File: config.mk
export PLATFORM = sky130hd
export DESIGN_NAME = time_keeper_flat
export DESIGN_NICKNAME = d
export VERILOG_FILES = /design/src/rtl/clock_pkg.sv /design/src/rtl/time_keeper_if.sv /design/src/rtl/bcd_mod_counter.sv /design/src/rtl/time_keeper.sv /design/src/flat_wrapper.sv
export SDC_FILE = /design/constraint.sdc
export NUM_CORES = 1
export LEC_CHECK = 0
export CORE_MARGIN = 3
export CORE_UTILIZATION = 51
export DETAILED_ROUTE_END_ITERATION = 12
export PLACE_DENSITY_LB_ADDON = 0.25
export SKIP_CTS_REPAIR_TIMING = 1
export SLEW_MARGIN = 20
export SYNTH_ARGS = -nofsm -noshare
export SYNTH_HDL_FRONTEND = slang
export SYNTH_HIERARCHICAL = 1
export SYNTH_SLANG_ARGS = --single-unit
File: constraint.sdc
create_clock -name clk -period 5.75 [get_ports clk]
set_input_delay 1.725 -clock clk [delete_from_list [all_inputs] [get_ports clk]]
set_output_delay 1.725 -clock clk [all_outputs]
set_load 0.1 [all_outputs]
File: src/rtl/clock_pkg.sv
// Shared definitions for the alarm-clock time-of-day path: digit width,
// field limits, default prescale ratio and the run/set mode encoding.
package clock_pkg;

    localparam int BCD_W             = 4;
    localparam int SEC_MAX           = 59;
    localparam int MIN_MAX           = 59;
    localparam int HR_MAX            = 23;
    localparam int EDGES_PER_SEC_DEF = 200;

    typedef logic [BCD_W-1:0] bcd_t;

    localparam bcd_t BCD_ZERO = 4'd0;
    localparam bcd_t BCD_ONE  = 4'd1;
    localparam bcd_t BCD_NINE = 4'd9;

    typedef enum logic {
        MODE_RUN = 1'b0,
        MODE_SET = 1'b1
    } mode_e;

    // Prescaler width; a ratio of 1 still needs a one-bit register.
    function automatic int pre_width(input int n);
        return (n > 1) ? $clog2(n) : 1;
    endfunction

endpackage

File: src/rtl/time_keeper_if.sv
// Bundle of user controls, divider input and time/pulse outputs of the
// time keeper. The master side drives the inputs and observes the time.
interface time_keeper_if;
    import clock_pkg::*;

    logic div_in;
    logic adjust;
    logic inc_min;
    logic inc_hr;

    bcd_t hr_t;
    bcd_t hr_u;
    bcd_t min_t;
    bcd_t min_u;
    bcd_t sec_t;
    bcd_t sec_u;

    logic sec_pulse;
    logic min_pulse;
    logic day_pulse;

    modport master (
        output div_in, adjust, inc_min, inc_hr,
        input  hr_t, hr_u, min_t, min_u, sec_t, sec_u,
        input  sec_pulse, min_pulse, day_pulse
    );

    modport slave (
        input  div_in, adjust, inc_min, inc_hr,
        output hr_t, hr_u, min_t, min_u, sec_t, sec_u,
        output sec_pulse, min_pulse, day_pulse
    );

endinterface

File: src/rtl/bcd_mod_counter.sv
// Two-digit BCD counter that wraps from MAX back to 00. wrap flags the
// enabled step out of MAX so the caller can chain a carry. clr forces 00
// and wins over en.
module bcd_mod_counter
    import clock_pkg::*;
#(
    parameter int MAX = 59
) (
    input  logic clk,
    input  logic rst,
    input  logic en,
    input  logic clr,
    output bcd_t tens,
    output bcd_t units,
    output logic wrap
);

    localparam bcd_t MAX_T = BCD_W'(MAX / 10);
    localparam bcd_t MAX_U = BCD_W'(MAX % 10);

    logic at_max;

    // Wrap on the full two-digit value so limits like 23 do not need to
    // pass through an illegal units value.
    assign at_max = (tens == MAX_T) && (units == MAX_U);
    assign wrap   = en & at_max;

    // Digit registers: reset/clear to 00, otherwise BCD increment on en.
    always_ff @(posedge clk) begin
        if (rst) begin
            tens  <= BCD_ZERO;
            units <= BCD_ZERO;
        end else if (clr) begin
            tens  <= BCD_ZERO;
            units <= BCD_ZERO;
        end else if (en) begin
            if (at_max) begin
                tens  <= BCD_ZERO;
                units <= BCD_ZERO;
            end else if (units == BCD_NINE) begin
                tens  <= tens + BCD_ONE;
                units <= BCD_ZERO;
            end else begin
                units <= units + BCD_ONE;
            end
        end
    end

endmodule

File: src/rtl/time_keeper.sv
// Time-of-day core: turns divider edges into ticks, prescales them to
// seconds and drives three chained BCD counters for hh:mm:ss. In set mode
// the second/prescale path is frozen at zero and the user steps minutes
// and hours independently.
module time_keeper
    import clock_pkg::*;
#(
    parameter int EDGES_PER_SEC = EDGES_PER_SEC_DEF
) (
    input  logic          clk,
    input  logic          rst,
    time_keeper_if.slave  bus
);

    localparam int               PRE_W    = pre_width(EDGES_PER_SEC);
    localparam logic [PRE_W-1:0] PRE_LAST = PRE_W'(EDGES_PER_SEC - 1);
    localparam logic [PRE_W-1:0] PRE_ONE  = PRE_W'(1);

    mode_e            mode;
    logic             div_d;
    logic             tick;
    logic             sec_tick;
    logic [PRE_W-1:0] pre;

    logic sec_en;
    logic sec_clr;
    logic min_en;
    logic hr_en;
    logic sec_wrap;
    logic min_wrap;
    logic hr_wrap;

    assign mode = mode_e'(bus.adjust);

    // div_d resets low, so a divider that is already high out of reset
    // is seen as a rising edge.
    assign tick     = bus.div_in & ~div_d;
    assign sec_tick = (mode == MODE_RUN) && tick && (pre == PRE_LAST);

    // Divider edge-detect register.
    always_ff @(posedge clk) begin
        if (rst) begin
            div_d <= 1'b0;
        end else begin
            div_d <= bus.div_in;
        end
    end

    // Prescaler: counts ticks within the current second, held at 0 in set
    // mode so leaving set mode starts a full second.
    always_ff @(posedge clk) begin
        if (rst) begin
            pre <= '0;
        end else if (mode == MODE_SET) begin
            pre <= '0;
        end else if (tick) begin
            if (pre == PRE_LAST) begin
                pre <= '0;
            end else begin
                pre <= pre + PRE_ONE;
            end
        end
    end

    // Mode mux: run mode chains carries, set mode takes the user pulses
    // with no carry between minutes and hours.
    always_comb begin
        sec_en  = 1'b0;
        sec_clr = 1'b0;
        min_en  = 1'b0;
        hr_en   = 1'b0;
        case (mode)
            MODE_RUN: begin
                sec_en = sec_tick;
                min_en = sec_wrap;
                hr_en  = min_wrap;
            end
            MODE_SET: begin
                sec_clr = 1'b1;
                min_en  = bus.inc_min;
                hr_en   = bus.inc_hr;
            end
            default: begin
                sec_clr = 1'b0;
            end
        endcase
    end

    bcd_mod_counter #(.MAX(SEC_MAX)) u_sec (
        .clk   (clk),
        .rst   (rst),
        .en    (sec_en),
        .clr   (sec_clr),
        .tens  (bus.sec_t),
        .units (bus.sec_u),
        .wrap  (sec_wrap)
    );

    bcd_mod_counter #(.MAX(MIN_MAX)) u_min (
        .clk   (clk),
        .rst   (rst),
        .en    (min_en),
        .clr   (1'b0),
        .tens  (bus.min_t),
        .units (bus.min_u),
        .wrap  (min_wrap)
    );

    bcd_mod_counter #(.MAX(HR_MAX)) u_hr (
        .clk   (clk),
        .rst   (rst),
        .en    (hr_en),
        .clr   (1'b0),
        .tens  (bus.hr_t),
        .units (bus.hr_u),
        .wrap  (hr_wrap)
    );

    // Pulses registered alongside the digits so they coincide with the new
    // value; the wraps only occur in run mode except hr_wrap, gated here.
    always_ff @(posedge clk) begin
        if (rst) begin
            bus.sec_pulse <= 1'b0;
            bus.min_pulse <= 1'b0;
            bus.day_pulse <= 1'b0;
        end else begin
            bus.sec_pulse <= sec_tick;
            bus.min_pulse <= sec_wrap;
            bus.day_pulse <= hr_wrap && (mode == MODE_RUN);
        end
    end

endmodule

File: src/flat_wrapper.sv
// flat-port wrapper written by rule: the top's interface ports become plain ports
module time_keeper_flat import clock_pkg::*;
#(
    parameter int EDGES_PER_SEC = EDGES_PER_SEC_DEF
)
  (clk, rst, bus_div_in, bus_adjust, bus_inc_min, bus_inc_hr, bus_hr_t, bus_hr_u, bus_min_t, bus_min_u, bus_sec_t, bus_sec_u, bus_sec_pulse, bus_min_pulse, bus_day_pulse);
  time_keeper_if bus_i ();
  input  logic clk;
  input  logic rst;
  input wire logic [$bits(bus_i.div_in)-1:0] bus_div_in;
  input wire logic [$bits(bus_i.adjust)-1:0] bus_adjust;
  input wire logic [$bits(bus_i.inc_min)-1:0] bus_inc_min;
  input wire logic [$bits(bus_i.inc_hr)-1:0] bus_inc_hr;
  output wire logic [$bits(bus_i.hr_t)-1:0] bus_hr_t;
  output wire logic [$bits(bus_i.hr_u)-1:0] bus_hr_u;
  output wire logic [$bits(bus_i.min_t)-1:0] bus_min_t;
  output wire logic [$bits(bus_i.min_u)-1:0] bus_min_u;
  output wire logic [$bits(bus_i.sec_t)-1:0] bus_sec_t;
  output wire logic [$bits(bus_i.sec_u)-1:0] bus_sec_u;
  output wire logic [$bits(bus_i.sec_pulse)-1:0] bus_sec_pulse;
  output wire logic [$bits(bus_i.min_pulse)-1:0] bus_min_pulse;
  output wire logic [$bits(bus_i.day_pulse)-1:0] bus_day_pulse;
  assign bus_i.div_in = bus_div_in;
  assign bus_i.adjust = bus_adjust;
  assign bus_i.inc_min = bus_inc_min;
  assign bus_i.inc_hr = bus_inc_hr;
  assign bus_hr_t = bus_i.hr_t;
  assign bus_hr_u = bus_i.hr_u;
  assign bus_min_t = bus_i.min_t;
  assign bus_min_u = bus_i.min_u;
  assign bus_sec_t = bus_i.sec_t;
  assign bus_sec_u = bus_i.sec_u;
  assign bus_sec_pulse = bus_i.sec_pulse;
  assign bus_min_pulse = bus_i.min_pulse;
  assign bus_day_pulse = bus_i.day_pulse;
  time_keeper #(.EDGES_PER_SEC(EDGES_PER_SEC)) u_core (.clk(clk), .rst(rst), .bus(bus_i));
endmodule
==> load_flow_metrics.sql <==
INSERT INTO impl_metrics (metric_group, metric, value, unit) VALUES
('placement', 'gp_congestion', '0.8123', ''),
('timing', 'final-hold-violation-count', '0', ''),
('timing', 'worst_slew_pin_slew', '0.9778', 'ns'),
('global_route', 'groute.layer.met1.usage', '0.2357', ''),
('global_route', 'first_global_vias', '1377', ''),
('route', 'route.vias.total', '1496', ''),
('worst_hold_path', 'hold_path_class', 'flop to flop', ''),
('route', 'route.detailed.drc', '0', ''),
('critical_path', 'path_class', 'primary input to flop', ''),
('global_route', 'grt_overflow', '0', ''),
('worst_hold_path', 'hold_end', 'u_core/pre[7]', ''),
('critical_path', 'endpoint_of_the_lowest_slack_register_to_register_path', 'u_core/u_hr/tens[3]', ''),
('pwr', 'leakagePower', '0.0008237', 'uW'),
('route', 'detailed_routing_iteration_count_for_the_pre_antenna_repair_pass', '4', ''),
('pwr', 'power_per_cell_area', '180.7', 'nW/um^2'),
('logic_synthesis', 'yosys_warnings', '6', ''),
('timing', 'timing_max_transition_violations_final', '0', ''),
('global_route', 'grt.total_usage', '0.1917', ''),
('timing', 'fin_skew', '0.01221', 'ns'),
('floorplanning', 'die_w', '65.79', 'um'),
('floorplanning', 'design.core.area', '3390', 'um^2'),
('clocking', 'cts_made_buffers', '5', ''),
('critical_path', 'ff_to_ff_setup_slack', '2.24', 'ns'),
('timing', 'min_period_over_period', '0.8463', ''),
('clocking', 'clock_insertion_delay_worst_skew', '0.35', 'ns'),
('floorplanning', 'die_area', '4328', 'um^2'),
('placement', 'place_area', '2192', 'um^2'),
('final_layout', 'fin_cells', '281', ''),
('critical_path', 'standard_cell_with_the_maximum_stage_delay_on_the_critical_path', 'sky130_fd_sc_hd__clkdlybuf4s50_1', ''),
('critical_path', 'arrival', '5.15', 'ns'),
('placement', 'place.detailed.instances', '274', ''),
('timing', 'rsz_0062_raised_after_global_routing', 'false', ''),
('timing', 'relSlewSlack', '0.3461', ''),
('pwr', 'vdd_ir_drop_max', '0.1467', 'mV'),
('route', 'routed_wl', '3522', 'um'),
('timing', 'final_ws_setup', '0.8839', 'ns'),
('clocking', 'clock_tree.buffer_depth', '2', ''),
('placement', 'io_buffers', '32', ''),
('critical_path', 'r2r_cells', '13', ''),
('global_route', 'antenna_violations_before_repair', '0', ''),
('logic_synthesis', 'edff_count_synth', '0', ''),
('final_layout', 'final_design_area_no_fill', '2238', 'um^2'),
('floorplanning', 'initial_utilization', '0.5378', ''),
('final_layout', 'flow.area_growth_from_synthesis', '22.79', '%'),
('route', 'drt.antenna.violating_nets', '0', ''),
('route', 'drt-vias-per-instance', '5.324', ''),
('logic_synthesis', 'synth_async_sr_flop_share', '0', ''),
('clocking', 'clk_root_buffer_cell', 'sky130_fd_sc_hd__clkbuf_4', ''),
('timing', 'setup_viol', '0', ''),
('worst_hold_path', 'min-delay-start', 'u_core/pre[7]', ''),
('route', 'average_wire_length_per_cell_after_detail_routing', '12.53', 'um'),
('logic_synthesis', 'synth-seq-area-share', '0.3953', ''),
('critical_path', 'path_common_cell', 'sky130_fd_sc_hd__nor2_1', ''),
('floorplanning', 'core.rowCount', '21', ''),
('global_route', 'grt_use_met2', '0.3116', ''),
('logic_synthesis', 'ys_seq_elements', '36', ''),
('logic_synthesis', 'synth_cell_type_count', '44', ''),
('global_route', 'grt.busiest_layer', 'met2', ''),
('logic_synthesis', 'synth_cells', '197', ''),
('logic_synthesis', 'netlist.area_leader.share', '0.3953', ''),
('critical_path', 'rr_startpoint', 'u_core/pre[0]', ''),
('final_layout', 'layout_cells_sized_above_1', '0.08511', ''),
('global_route', 'use_met3', '0.04592', ''),
('placement', 'post-place-ws', '0.5369', 'ns'),
('outcome', 'status', 'completed', ''),
('pwr', 'total_power', '404.5', 'uW'),
('critical_path', 'worst-path-max-fanout', '9', ''),
('logic_synthesis', 'post_synth_main_area_contributors', 'sky130_fd_sc_hd__dfxtp_1 (40%), sky130_fd_sc_hd__ha_1 (8.9%), sky130_fd_sc_hd__nor2_1 (4.1%), sky130_fd_sc_hd__xor2_1 (3.4%), sky130_fd_sc_hd__a21oi_1 (3.0%)', ''),
('clocking', 'tritoncts', 'done', ''),
('clocking', 'cts_sinks', '36', ''),
('timing', 'fmax', '205.5', 'MHz');
[metrics by stage]
stage               utilization  hold slack [ns]
finish                   0.6604           0.5085
global route             0.6604           0.5468
floorplan                     -           0.4659
detailed placement       0.6467           0.4937
global placement         0.6467           0.4945
CTS                      0.6604           0.5099
[worst max-delay path, delay by kind of cell]
kind	cells	cell delay, ns
buffers and inverters	2	0.68
multiplexers	2	0.50
AO/OA/AOI/OAI	1	0.14
AND/OR/NAND/NOR	8	2.10
[synth_stat cells (all sizes together) (3+ instances only)]
cell type	number
dfxtp	36
o41ai	4
a21oi	12
inv	11
or3	8
or4	4
nor2	20
a211oi	3
buf	3
nand4	4
nand3	11
nand2	11
o31ai	3
xor2	7
nand2b	4
xnor2	3
o21ai	6
nand3b	6
ha	13
nand4b	4
[routing by layer]
metal,share of wire,routed length (um)
met1,0.47,1644
met2,0.48,1693
met3,0.030,107
met4,0.022,77
met5,0,0
[how the worst max path moves through the flow]
stage / from / end / slack [ns] / cells past startpoint
final: bus_div_in / u_core/u_hr/tens[3] / 0.88 / 13
after global routing: bus_div_in / u_core/u_hr/tens[3] / 0.56 / 13
after CTS: bus_div_in / u_core/u_hr/tens[3] / 0.88 / 13
after detailed placement: bus_div_in / u_core/u_hr/tens[3] / 0.54 / 13
after global placement: bus_div_in / u_core/u_hr/tens[3] / 0.65 / 13
after floorplan: bus_div_in / u_core/u_hr/tens[3] / 1.15 / 15
[cell families (layout without fill, tap and decap cells)]
family / count (synthesis) / after routing / share of synthesized area
fa+ha+maj: 13 / 13 / 0.08923
simple gates: 81 / 81 / 0.2759
buf+inv: 16 / 51 / 0.03774
other cells: 1 / 4 / 0.002057
mux: 3 / 3 / 0.01784
xor+xnor: 10 / 10 / 0.04805
compound gates: 37 / 37 / 0.1338
flops: 36 / 36 / 0.3953
[area by class of cell]
cell class | count | area, um^2
tap | 46 | 57.56
clock buffer | 6 | 41.29
timing repair buffer | 33 | 327.8
sequential | 36 | 720.7
multi-input combinational | 148 | 1045
inverter | 11 | 41.29
fill | 288 | 1151
clock inverter | 1 | 5.005
[cell usage in the layout (no fill, tap or decap), types with 2 or more instances in the layout]
cell	netlist	final
sky130_fd_sc_hd__a21boi_1	2	2
sky130_fd_sc_hd__nand4b_4	2	2
sky130_fd_sc_hd__conb_1	1	4
sky130_fd_sc_hd__nand4_1	4	4
sky130_fd_sc_hd__a21oi_1	11	11
sky130_fd_sc_hd__xnor2_1	3	3
sky130_fd_sc_hd__xor2_1	7	7
sky130_fd_sc_hd__inv_1	11	11
sky130_fd_sc_hd__nand2_1	11	11
sky130_fd_sc_hd__nand3b_1	6	6
sky130_fd_sc_hd__nand3_1	11	11
sky130_fd_sc_hd__a211oi_1	3	3
sky130_fd_sc_hd__o22ai_1	2	2
sky130_fd_sc_hd__clkbuf_4	0	5
sky130_fd_sc_hd__or2_2	2	2
sky130_fd_sc_hd__or4_1	3	3
sky130_fd_sc_hd__clkdlybuf4s50_1	0	32
sky130_fd_sc_hd__nor2b_1	2	2
sky130_fd_sc_hd__o21ai_0	6	6
sky130_fd_sc_hd__a31oi_1	2	2
sky130_fd_sc_hd__dfxtp_1	36	36
sky130_fd_sc_hd__ha_1	13	13
sky130_fd_sc_hd__nand2b_1	4	4
sky130_fd_sc_hd__or3_1	8	8
sky130_fd_sc_hd__o41ai_1	4	4
sky130_fd_sc_hd__o31ai_1	2	2
sky130_fd_sc_hd__mux2_2	2	2
sky130_fd_sc_hd__nor2_1	20	20
[power by group]
part | total (uW) | internal [uW] | switching [uW]
combinational | 26.8 | 9.58 | 17.2
sequential | 253 | 251 | 1.82
clock | 125 | 45.0 | 80.2
total | 405 | 305 | 99.2
[registers in the layout, summed over array words and instances (netlist names)]
register and cells:
u_core/u_hr/units 4, u_core/u_hr/tens 4, u_core/u_min/units 4, u_core/bus.min_pulse 1
u_core/u_sec/units 4, u_core/u_sec/tens 4, u_core/pre 8, u_core/u_min/tens 4
u_core/bus.day_pulse 1, u_core/bus.sec_pulse 1, u_core/div_d 1
Power figures use the tool's default switching activity.
